[src/rtl/sa_feed_sequencer.sv]
// Systolic-array feed sequencer: loads N weight rows, then streams
// skewed activation rows, flushes the skew and pulses done.
module sa_feed_sequencer #(
   parameter int N      = 4,
   parameter int DW     = 8,
   parameter int ADDR_W = 10,
   parameter int LEN_W  = 10
) (
   input  logic              clk,
   input  logic              rst,
   input  logic              start,
   input  logic [ADDR_W-1:0] w_base,
   input  logic [ADDR_W-1:0] a_base,
   input  logic [LEN_W-1:0]  a_len,
   output logic              busy,
   output logic              done,
   output logic              mem_re,
   output logic [ADDR_W-1:0] mem_addr,
   input  logic [N*DW-1:0]   mem_rdata,
   output logic              w_ps,
   output logic              row_valid,
   output logic [N*DW-1:0]   row_data
);

   typedef enum logic [2:0] {
      IDLE,
      LOAD_W,
      STREAM_A,
      DRAIN,
      DONE
   } state_t;

   localparam logic [LEN_W-1:0] LAST = LEN_W'(N - 1);

   state_t            state;
   logic [ADDR_W-1:0] addr;
   logic [ADDR_W-1:0] a_base_q;
   logic [LEN_W-1:0]  len_q;
   logic [LEN_W-1:0]  cnt;
   logic              w_vld;
   logic [N-1:0]      a_sh;
   logic [N*DW-1:0]   a_in;
   logic [N*DW-1:0]   skew;

   always_ff @(posedge clk or negedge rst) begin
      if (!rst) begin
         state    <= IDLE;
         addr     <= '0;
         a_base_q <= '0;
         len_q    <= '0;
         cnt      <= '0;
      end else begin
         unique case (state)
            IDLE: begin
               if (start) begin
                  state    <= LOAD_W;
                  addr     <= w_base;
                  a_base_q <= a_base;
                  len_q    <= a_len;
                  cnt      <= '0;
               end
            end
            LOAD_W: begin
               addr <= addr + 1'b1;
               cnt  <= cnt + 1'b1;
               if (cnt == LAST) begin
                  cnt <= '0;
                  if (len_q == '0) begin
                     // one slot so the last weight row lands before done
                     state <= DRAIN;
                     cnt   <= LAST;
                  end else begin
                     state <= STREAM_A;
                     addr  <= a_base_q;
                  end
               end
            end
            STREAM_A: begin
               addr <= addr + 1'b1;
               cnt  <= cnt + 1'b1;
               if (cnt == len_q - LEN_W'(1)) begin
                  state <= DRAIN;
                  cnt   <= '0;
               end
            end
            DRAIN: begin
               cnt <= cnt + 1'b1;
               if (cnt == LAST) begin
                  state <= DONE;
                  cnt   <= '0;
               end
            end
            DONE: state <= IDLE;
            default: state <= IDLE;
         endcase
      end
   end

   assign busy     = (state == LOAD_W) || (state == STREAM_A)
                     || (state == DRAIN);
   assign done     = (state == DONE);
   assign mem_re   = (state == LOAD_W) || (state == STREAM_A);
   assign mem_addr = mem_re ? addr : '0;

   always_ff @(posedge clk or negedge rst) begin
      if (!rst) begin
         w_vld <= 1'b0;
         a_sh  <= '0;
      end else begin
         w_vld <= (state == LOAD_W);
         a_sh  <= {a_sh[N-2:0], (state == STREAM_A)};
      end
   end

   // only A-phase read data may enter the skew chains
   assign a_in = a_sh[0] ? mem_rdata : '0;

   for (genvar i = 0; i < N; i++) begin : g_lane
      if (i == 0) begin : g_direct
         assign skew[DW-1:0] = a_in[DW-1:0];
      end else begin : g_chain
         logic [DW-1:0] ch [i];
         always_ff @(posedge clk or negedge rst) begin
            if (!rst) begin
               for (int k = 0; k < i; k++) ch[k] <= '0;
            end else begin
               ch[0] <= a_in[i*DW +: DW];
               for (int k = 1; k < i; k++) ch[k] <= ch[k-1];
            end
         end
         assign skew[i*DW +: DW] = ch[i-1];
      end
   end

   assign w_ps      = w_vld;
   assign row_valid = w_vld || (|a_sh);
   assign row_data  = w_vld ? mem_rdata
                    : (|a_sh) ? skew : '0;

endmodule

[config.mk]
export PLATFORM = sky130hd
export DESIGN_NAME = sa_feed_sequencer
export DESIGN_NICKNAME = d
export VERILOG_FILES = /design/src/rtl/sa_feed_sequencer.sv
export SDC_FILE = /design/constraint.sdc
export NUM_CORES = 1
export LEC_CHECK = 0
export BUFFER_PORTS_ARGS = -buffer_cell sky130_fd_sc_hd__buf_2
export CAP_MARGIN = 20
export CORE_ASPECT_RATIO = 0.75
export CORE_MARGIN = 3
export CORE_UTILIZATION = 50
export DETAILED_ROUTE_END_ITERATION = 16
export GPL_ROUTABILITY_DRIVEN = 0
export PLACE_DENSITY_LB_ADDON = 0.05
export SLEW_MARGIN = 20
export SYNTH_ARGS = -nofsm -noshare
export SYNTH_HDL_FRONTEND = slang
export SYNTH_SLANG_ARGS = --single-unit
[constraint.sdc]
create_clock -name clk -period 3.3 [get_ports clk]
set_input_delay 0.99 -clock clk [delete_from_list [all_inputs] [get_ports clk]]
set_output_delay 0.99 -clock clk [all_outputs]
set_load 0.03 [all_outputs]
==> After elaboration in Yosys (flattened, before gate mapping) <==
Cells that the tools add are included.
{ "word_totals": {"regBits": 96, "in_bits": 65, "output_inout_bits": 47} }
{ "op_classes": {"n_reduce_logical": 12, "mux": 20, "eq_ne": 10, "addsub": 3} }
{ "ops": {"columns": ["cell", "n"], "rows": [
  ["$mux W32", 3],
  ["$mux W10", 8],
  ["$pmux W10 S4", 1],
  ["$pmux W10 S3", 1],
  ["$add A10 B1 Y10 const B", 2],
  ["$mux W3", 4],
  ["$pmux W3 S4", 1],
  ["$eq A10 B10 Y1", 1],
  ["$eq A10 B2 Y1 const B", 1],
  ["$logic_not A10 Y1", 1],
  ["$sub A10 B1 Y10 const B", 1],
  ["$ne A2 B2 Y1 const B", 4],
  ["$eq A3 B2 Y1 const B", 2],
  ["$reduce_and A2 Y1", 3],
  ["$reduce_and A4 Y1", 1],
  ["$reduce_bool A4 Y1", 1],
  ["$reduce_or A4 Y1", 1],
  ["$eq A3 B1 Y1 const B", 1],
  ["$eq A3 B3 Y1 const B", 1],
  ["$logic_not A3 Y1", 1],
  ["$logic_or A1 B1 Y1", 3],
  ["$reduce_bool A3 Y1", 1],
  ["$mux W2", 1],
  ["$mux W1", 1]
]} }

==> Longest topological paths before layout <==
Gate-level depths: netlist of the first run.
{ "logic_depth": {"depth_word": 4, "depth_mapped": 10, "mapped_depth_nobuf": 9} }

==> Worst setup path after synthesis of the first run <==
No wires, ideal clock.
{ "synth_timing": {"kind": "flip-flop to output port", "from": "reg state[0]", "to": "out mem_addr[0]", "required_time_ps": 2310, "slack_ps": 575, "path_stages_with_launch": 7, "arrival_ps": 1735, "path_cell_list": "dfrtp_1 -> clkbuf_1 -> nand2b_1 -> a21o_1 -> inv_1 -> clkbuf_1 -> and2_1"} }
{ "synth_via": {"elab_chain_len": 3} }
{ "synth_lines": {"columns": ["element", "line_no", "rtl"], "rows": [
  ["start: declaration", "35", "state_t state;"],
  ["start signal: assignment", "47", "state <= IDLE;"],
  ["start signal: assignment", "56", "state <= LOAD_W;"],
  ["start signal: assignment", "70", "state <= DRAIN;"],
  ["$eq A3 B1 Y1 or $eq A3 B2 Y1 (tied branches)", "102", "assign mem_re = (state == LOAD_W) || (state == STREAM_A);"],
  ["$logic_or A1 B1 Y1 *", "102", null],
  ["via mem_re", "17", "output logic mem_re,"],
  ["$mux W10 *", "103", "assign mem_addr = mem_re ? addr : '0;"],
  ["end: declaration", "18", "output logic [ADDR_W-1:0] mem_addr,"]
]} }
The timed path passes the listed nets; every way through them passes the cells marked *.

==> Final worst setup path of the first run <==
{ "layout_timing": {"from": "reg state[1]", "to": "out mem_addr[7]"} }
{ "layout_via": {"elab_chain_len": 3} }
{ "layout_lines": {"columns": ["element", "line_no"], "rows": [
  ["$eq A3 B1 Y1 or $eq A3 B2 Y1 (tied branches)", "102"],
  ["$logic_or A1 B1 Y1 *", "102"],
  ["$mux W10 *", "103"]
]} }
Mark *: on every way between the ends. The rest lies on a longest branch, timed or not.

==> results of run 1 <==
[cell families (layout without fill, tap and decap cells)]
logic type	count (synthesis)	after routing	synth area share (%)
multiplexers	21	21	5.29
adder cells (fa/ha/maj)	3	3	0.844
AO/OA/AOI/OAI	100	100	15.9
XOR/XNOR	10	10	1.97
flip-flops	96	96	54.0
AND/OR/NAND/NOR	145	145	19.3
buffers and inverters	29	142	2.67
[worst max-delay path, cell delays in order (launching register included)]
cell,delay (ns)
dfrtp_1,0.52
nand2b_1,0.21
a21o_1,0.20
inv_1,0.23
and2_1,0.18
buf_2,0.20
[stage by stage]
| step | instances | cell area (um2) | hold WS [ns] | total power [mW] |
|---|---|---|---|---|
| after floorplan | 404 | 4450 | 0.331 | 3.57 |
| after global placement | 609 | 5120 | 0.331 | 4.16 |
| after detailed placement | 609 | 5130 | 0.335 | 4.21 |
| after CTS | 625 | 5440 | 0.350 | 5.31 |
| after global routing | 625 | 5440 | 0.353 | 5.65 |
| final | 625 | 5440 | 0.347 | 5.27 |
[per-layer routing]
metal | global-route usage, % | share of wire (%)
met1 | 29.5 | 50
met3 | 5.18 | 6.3
met2 | 28.6 | 43
met5 | 0 | 0
met4 | 5.97 | 1.1
[cells in the final DEF, fill, tap and decap left out, drive strengths merged, types with 3 or more instances in the layout]
cell type,instances
dfrtp,96
xnor2,5
inv,10
a22o,26
o21ai,21
and3,9
nand2,18
nor3,6
xor2,5
a221oi,7
mux2,20
nor2b,13
or2,5
a21oi,16
clkbuf,9
nor2,19
ha,3
and2,36
nand3,8
a31oi,10
nor4,3
nor3b,3
nand2b,9
or4b,3
buf,119
[path summary, 6_finish.rpt]
kind                                               start                       end  slack, ns  depth (start not counted)
worst min-delay path            g_lane[3].g_chain.ch[21]  g_lane[3].g_chain.ch[13]       0.35                          0
worst max-delay path                            state[1]               mem_addr[7]       0.42                          5
worst max register to register                  len_q[0]                   addr[2]       0.47                          9
worst min register to register  g_lane[3].g_chain.ch[21]  g_lane[3].g_chain.ch[13]       0.35                          0
max in group asynchronous                            rst               a_base_q[4]       2.06                          2
min in group asynchronous                            rst  g_lane[3].g_chain.ch[10]       0.57                          1
[flip-flops by register name, summed over array words and instances (netlist names)]
register / flops
state: 3
g_lane.g_chain.ch: 48
len_q: 10
a_sh: 4
addr: 10
w_ps: 1
a_base_q: 10
cnt: 10
[final cells by class]
type                       instances  area (um2)
timing repair buffer             119         631
fill                             717        3120
inverter                           7        26.3
multi-input combinational        279        1940
sequential                        96        2400
tap                              108         135
clock inverter                     7        88.8
clock buffer                       9         225
[power by group through the flow]
stage	Clock [mW]	Sequential [mW]	Combinational [mW]
6_report	1.07	1.88	2.31
5_1_grt	1.15	1.93	2.57
3_3_place_gp	0	1.88	2.27
4_1_cts	1.10	1.87	2.33
2_1_floorplan	0	1.75	1.82
3_5_place_dp	0	1.89	2.32
==> run_results.csv, run 1 <==
group,metric,value,unit
global_routing,grt_max_degree,68,
final_layout,nNetsFinal,580,
hold_path,hold_path_class,"flop to flop",
yosys,synth_flop_cell,"dfrtp_1",
power_and_ir_drop,switchingPower,2.22,mW
global_routing,grt_pass1_vias,3091,
yosys,synth.distinct_cells,56,
routing,viasPerCell,5.51,
global_routing,gr-total-overflow,0,
power_and_ir_drop,p_leak,2.68,nW
floorplan,ioPinCount,112,
yosys,synth_edf_count,0,
yosys,syn_nets,472,
critical_path,crit_path_end_kind,"output port",
power_and_ir_drop,p_per_area,968,mW/mm2
yosys,async_flop_share,100,%
global_routing,grt_pass1_wl,15500,um
clocking,cts_hold_buf,0,
floorplan,start_util,51.9,%
timing,fmax,0.348,GHz
placement,io_buffer_count,111,
run_status,status,"completed",
yosys,synth_commonest_cells,"dfrtp_1 (96), and2_1 (36), a22o_1 (26)",
flow_run,drv_cap,0,
floorplan,core.rowCount,29,
timing,hold_viol,0,
power_and_ir_drop,ir_drop,0.574,mV
power_and_ir_drop,comb_power_share,43.9,%
routing,ant_nets,0,
placement,dp_slack,0.478,ns
power_and_ir_drop,p_seq_share,35.7,%
critical_path,worstSetupPathType,"flop to output port",
final_layout,final_util,63.6,%
clocking,post-cts-setup-buffers,0,
routing,drt_iter0_drc,152,
timing,finClkSkew,0.00901,ns
clocking,clk_pin_slew,0.07,ns
final_layout,layout-drive-gt1-share,32.7,%
power_and_ir_drop,p_int,3.04,mW
routing,drt_first_pass_iters,4,
timing,drv_slew,0,
routing,wl_per_cell,15.5,um
timing,setup_tns,0,ns
yosys,synth_most_common_cell,"dfrtp_1",
routing,drt_wl_total,9680,um
floorplan,die_w,115,um
yosys,ys_seq_area_share,54.0,%
critical_path,critPathLaunchType,"flop",
clocking,cts.path.max_buffers,2,
clocking,htree_levels,3,
timing,rsz0062_at_grt,"false",
routing,drc_errors,0,
clocking,clockRootBuffer,"clkbuf_16",
placement,dp_hpwl,6830,um
timing,fin_crit,2.88,ns
routing,vias,3441,
power_and_ir_drop,power_frac_clock,20.4,%
clocking,cts.repair.resized,0,
yosys,avgSynthCellArea,11.0,um2
timing,slew_headroom,47.2,%
global_routing,grt_usage,19.8,%
clocking,cts_sinks,96,
floorplan,die_h,87.7,um
yosys,yosys.area.top_type,"dfrtp_1",
timing,worstMarginPinSlew,0.792,ns
clocking,clk_latency,0.35,ns
yosys,synth_seq_cells,96,
timing,setup-violations-final,0,
timing,finalCritPeriodShare,87.1,%
yosys,synthCells,404,
clocking,cts_tree,"done",
floorplan,die_area,0.0101,mm2
final_layout,area_growth,22.5,%
critical_path,cp_max_fo,11,
clocking,cts_buffers,9,
yosys,yosys_warnings,0,
global_routing,antenna_found_initial,0,
floorplan,fp.coreArea,0.00856,mm2
critical_path,arrival,1.89,ns
critical_path,critPathRequiredTime,2.31,ns
yosys,synth_top_area_share,54.0,%
yosys,synth_area,0.00445,mm2
power_and_ir_drop,swShare,42.2,%
final_layout,num_antenna_cells,0,
timing,worst_slack,0.424,ns
yosys,synthTopCellsByArea,"dfrtp_1 (54%), a22o_1 (5.1%), and2_1 (5.1%), mux2_2 (5.1%), o21ai_0 (2.4%)",
No activity file was read; power rests on OpenSTA's default activity.
==> run 2: changes to the inputs <==
clock period = 3.1 ns   (was 3.3 ns; I/O delays follow)
==> run_results.csv, run 2 (synthesized netlist as in run 1, its figures left out) <==
group,metric,value,unit
run_status,status,"completed",
global_routing,grt_pass1_vias,3268,
final_layout,multi_input_area,0.00194,mm2
clocking,cts_tree,"done",
global_routing,grt_max_degree,58,
final_layout,seq_area,0.00240,mm2
timing,slew_headroom,49.0,%
routing,viasPerCell,5.45,
clocking,cts.path.max_buffers,2,
placement,io_buffer_count,111,
final_layout,fillers,701,
critical_path,critical-path-top-delay-family,"simple AND/OR/NAND/NOR gates",
critical_path,max_stage_delay,0.58,ns
power_and_ir_drop,p_per_area,1020,mW/mm2
final_layout,num_antenna_cells,0,
clocking,cts_sinks,96,
timing,finalCritPeriodShare,91.4,%
clocking,clockRootBuffer,"clkbuf_16",
final_layout,area_growth,22.5,%
final_layout,layout_commonest_cell,"buf_2",
placement,dp_hpwl,6940,um
hold_path,hold_path_class,"flop to flop",
flow_run,drv_cap,0,
timing,finClkSkew,0.00732,ns
timing,rsz0062_at_grt,"false",
critical_path,critPathLaunchType,"flop",
power_and_ir_drop,p_leak,2.68,nW
clocking,htree_levels,3,
critical_path,arrival,3.07,ns
critical_path,crit_path_end_kind,"flop",
clocking,clk_pin_slew,0.07,ns
final_layout,top_register,"g_lane.g_chain.ch",
final_layout,nNetsFinal,582,
clocking,cts_hold_buf,0,
timing,worstMarginPinSlew,0.765,ns
floorplan,core.rowCount,29,
timing,hold_viol,0,
final_layout,stdcell_count,627,
floorplan,fp.coreArea,0.00856,mm2
power_and_ir_drop,ir_drop,0.665,mV
routing,drt_first_pass_iters,4,
critical_path,path_common_cell,"or4b_4",
clocking,clk_latency,0.35,ns
critical_path,critPathBufInv,1,
routing,drt_iter0_drc,233,
placement,place_inst,611,
floorplan,start_util,51.9,%
timing,worst_slack,0.267,ns
critical_path,cp_max_fo,8,
routing,wl_per_cell,15.6,um
global_routing,grt_pass1_wl,16000,um
critical_path,critical_path.slowest_cell,"or4b_4",
global_routing,grt_usage,20.1,%
floorplan,die_w,115,um
routing,drt_wl_total,9790,um
timing,fmax,0.353,GHz
timing,setup-violations-final,0,
critical_path,worstPathCellList,"inv_1 -> ha_1 -> or4b_4 -> or4b_4 -> nand2_4 -> nor3_4 -> a221o_1 -> o21a_1 -> o22a_1",
clocking,cts_buffers,9,
routing,ant_nets,0,
global_routing,antenna_found_initial,0,
floorplan,die_h,87.7,um
floorplan,ioPinCount,112,
final_layout,final_cell_mix,"buf_2 (110), dfrtp_1 (96), and2_1 (36)",
final_layout,largest_reg_flops,48,
floorplan,die_area,0.0101,mm2
power_and_ir_drop,total_power,5.56,mW
global_routing,gr-total-overflow,0,
final_layout,layout-drive-gt1-share,33.1,%
routing,drc_errors,0,
timing,drv_slew,0,
critical_path,critPathRequiredTime,3.34,ns
final_layout,final_util,63.6,%
timing,fin_crit,2.83,ns
critical_path,worstSetupPathType,"flop to flop",
routing,vias,3418,
timing,setup_tns,0,ns
placement,dp_slack,0.301,ns
run 2: area by class of cell:
| class | count | area share [%] |
|---|---|---|
| Inverter | 7 | 0.483 |
| Tap cell | 108 | 2.48 |
| Clock inverter | 7 | 1.24 |
| Timing Repair Buffer | 121 | 11.9 |
| Clock buffer | 9 | 4.14 |
| Sequential cell | 96 | 44.1 |
| Multi-Input combinational cell | 279 | 35.7 |
run 2: path summary, 6_finish.rpt:
kind / startpoint / end / slack [ns] / cells past startpoint
setup / recovery: len_q[0] / addr[2] / 0.27 / 9
hold / removal: g_lane[3].g_chain.ch[22] / g_lane[3].g_chain.ch[14] / 0.35 / 0
setup reg to reg: len_q[0] / addr[2] / 0.27 / 9
hold reg to reg: g_lane[3].g_chain.ch[22] / g_lane[3].g_chain.ch[14] / 0.35 / 0
max in group asynchronous: rst / g_lane[1].g_chain.ch[0] / 1.85 / 2
min in group asynchronous: rst / g_lane[3].g_chain.ch[10] / 0.55 / 1
run 2: timing repair:
| item | CTS | global route |
|---|---|---|
| endpoints found under the setup margin | 0 | 9 |
| buffers inserted | 0 | 0 |
| resized for setup | 0 | 1 |
run 2: per-layer routing:
metal	GRT usage [%]	wire length, um
met5	0	0
met4	3.84	77
met3	6.63	646
met2	30.6	4360
met1	28.5	4710
run 2: worst reg2reg max path, delay by kind of cell, from the launching register on:
kind            cells  cell delay (ns)
flops               1             0.42
simple gates        4             1.32
compound gates      3             0.69
buf+inv             1             0.09
fa+ha+maj           1             0.21
run 2: power by group:
group / internal, mW / switching, mW
Clock: 0.563 / 0.513
Sequential: 1.60 / 0.376
Combinational: 1.02 / 1.49
Total: 3.18 / 2.38
run 2: per-stage QoR:
step                      hold WS, ns  area [um2]
after floorplan                 0.331        4450
after global placement          0.331        5140
after detailed placement        0.335        5140
after CTS                       0.350        5440
after global routing            0.353        5440
final                           0.347        5440
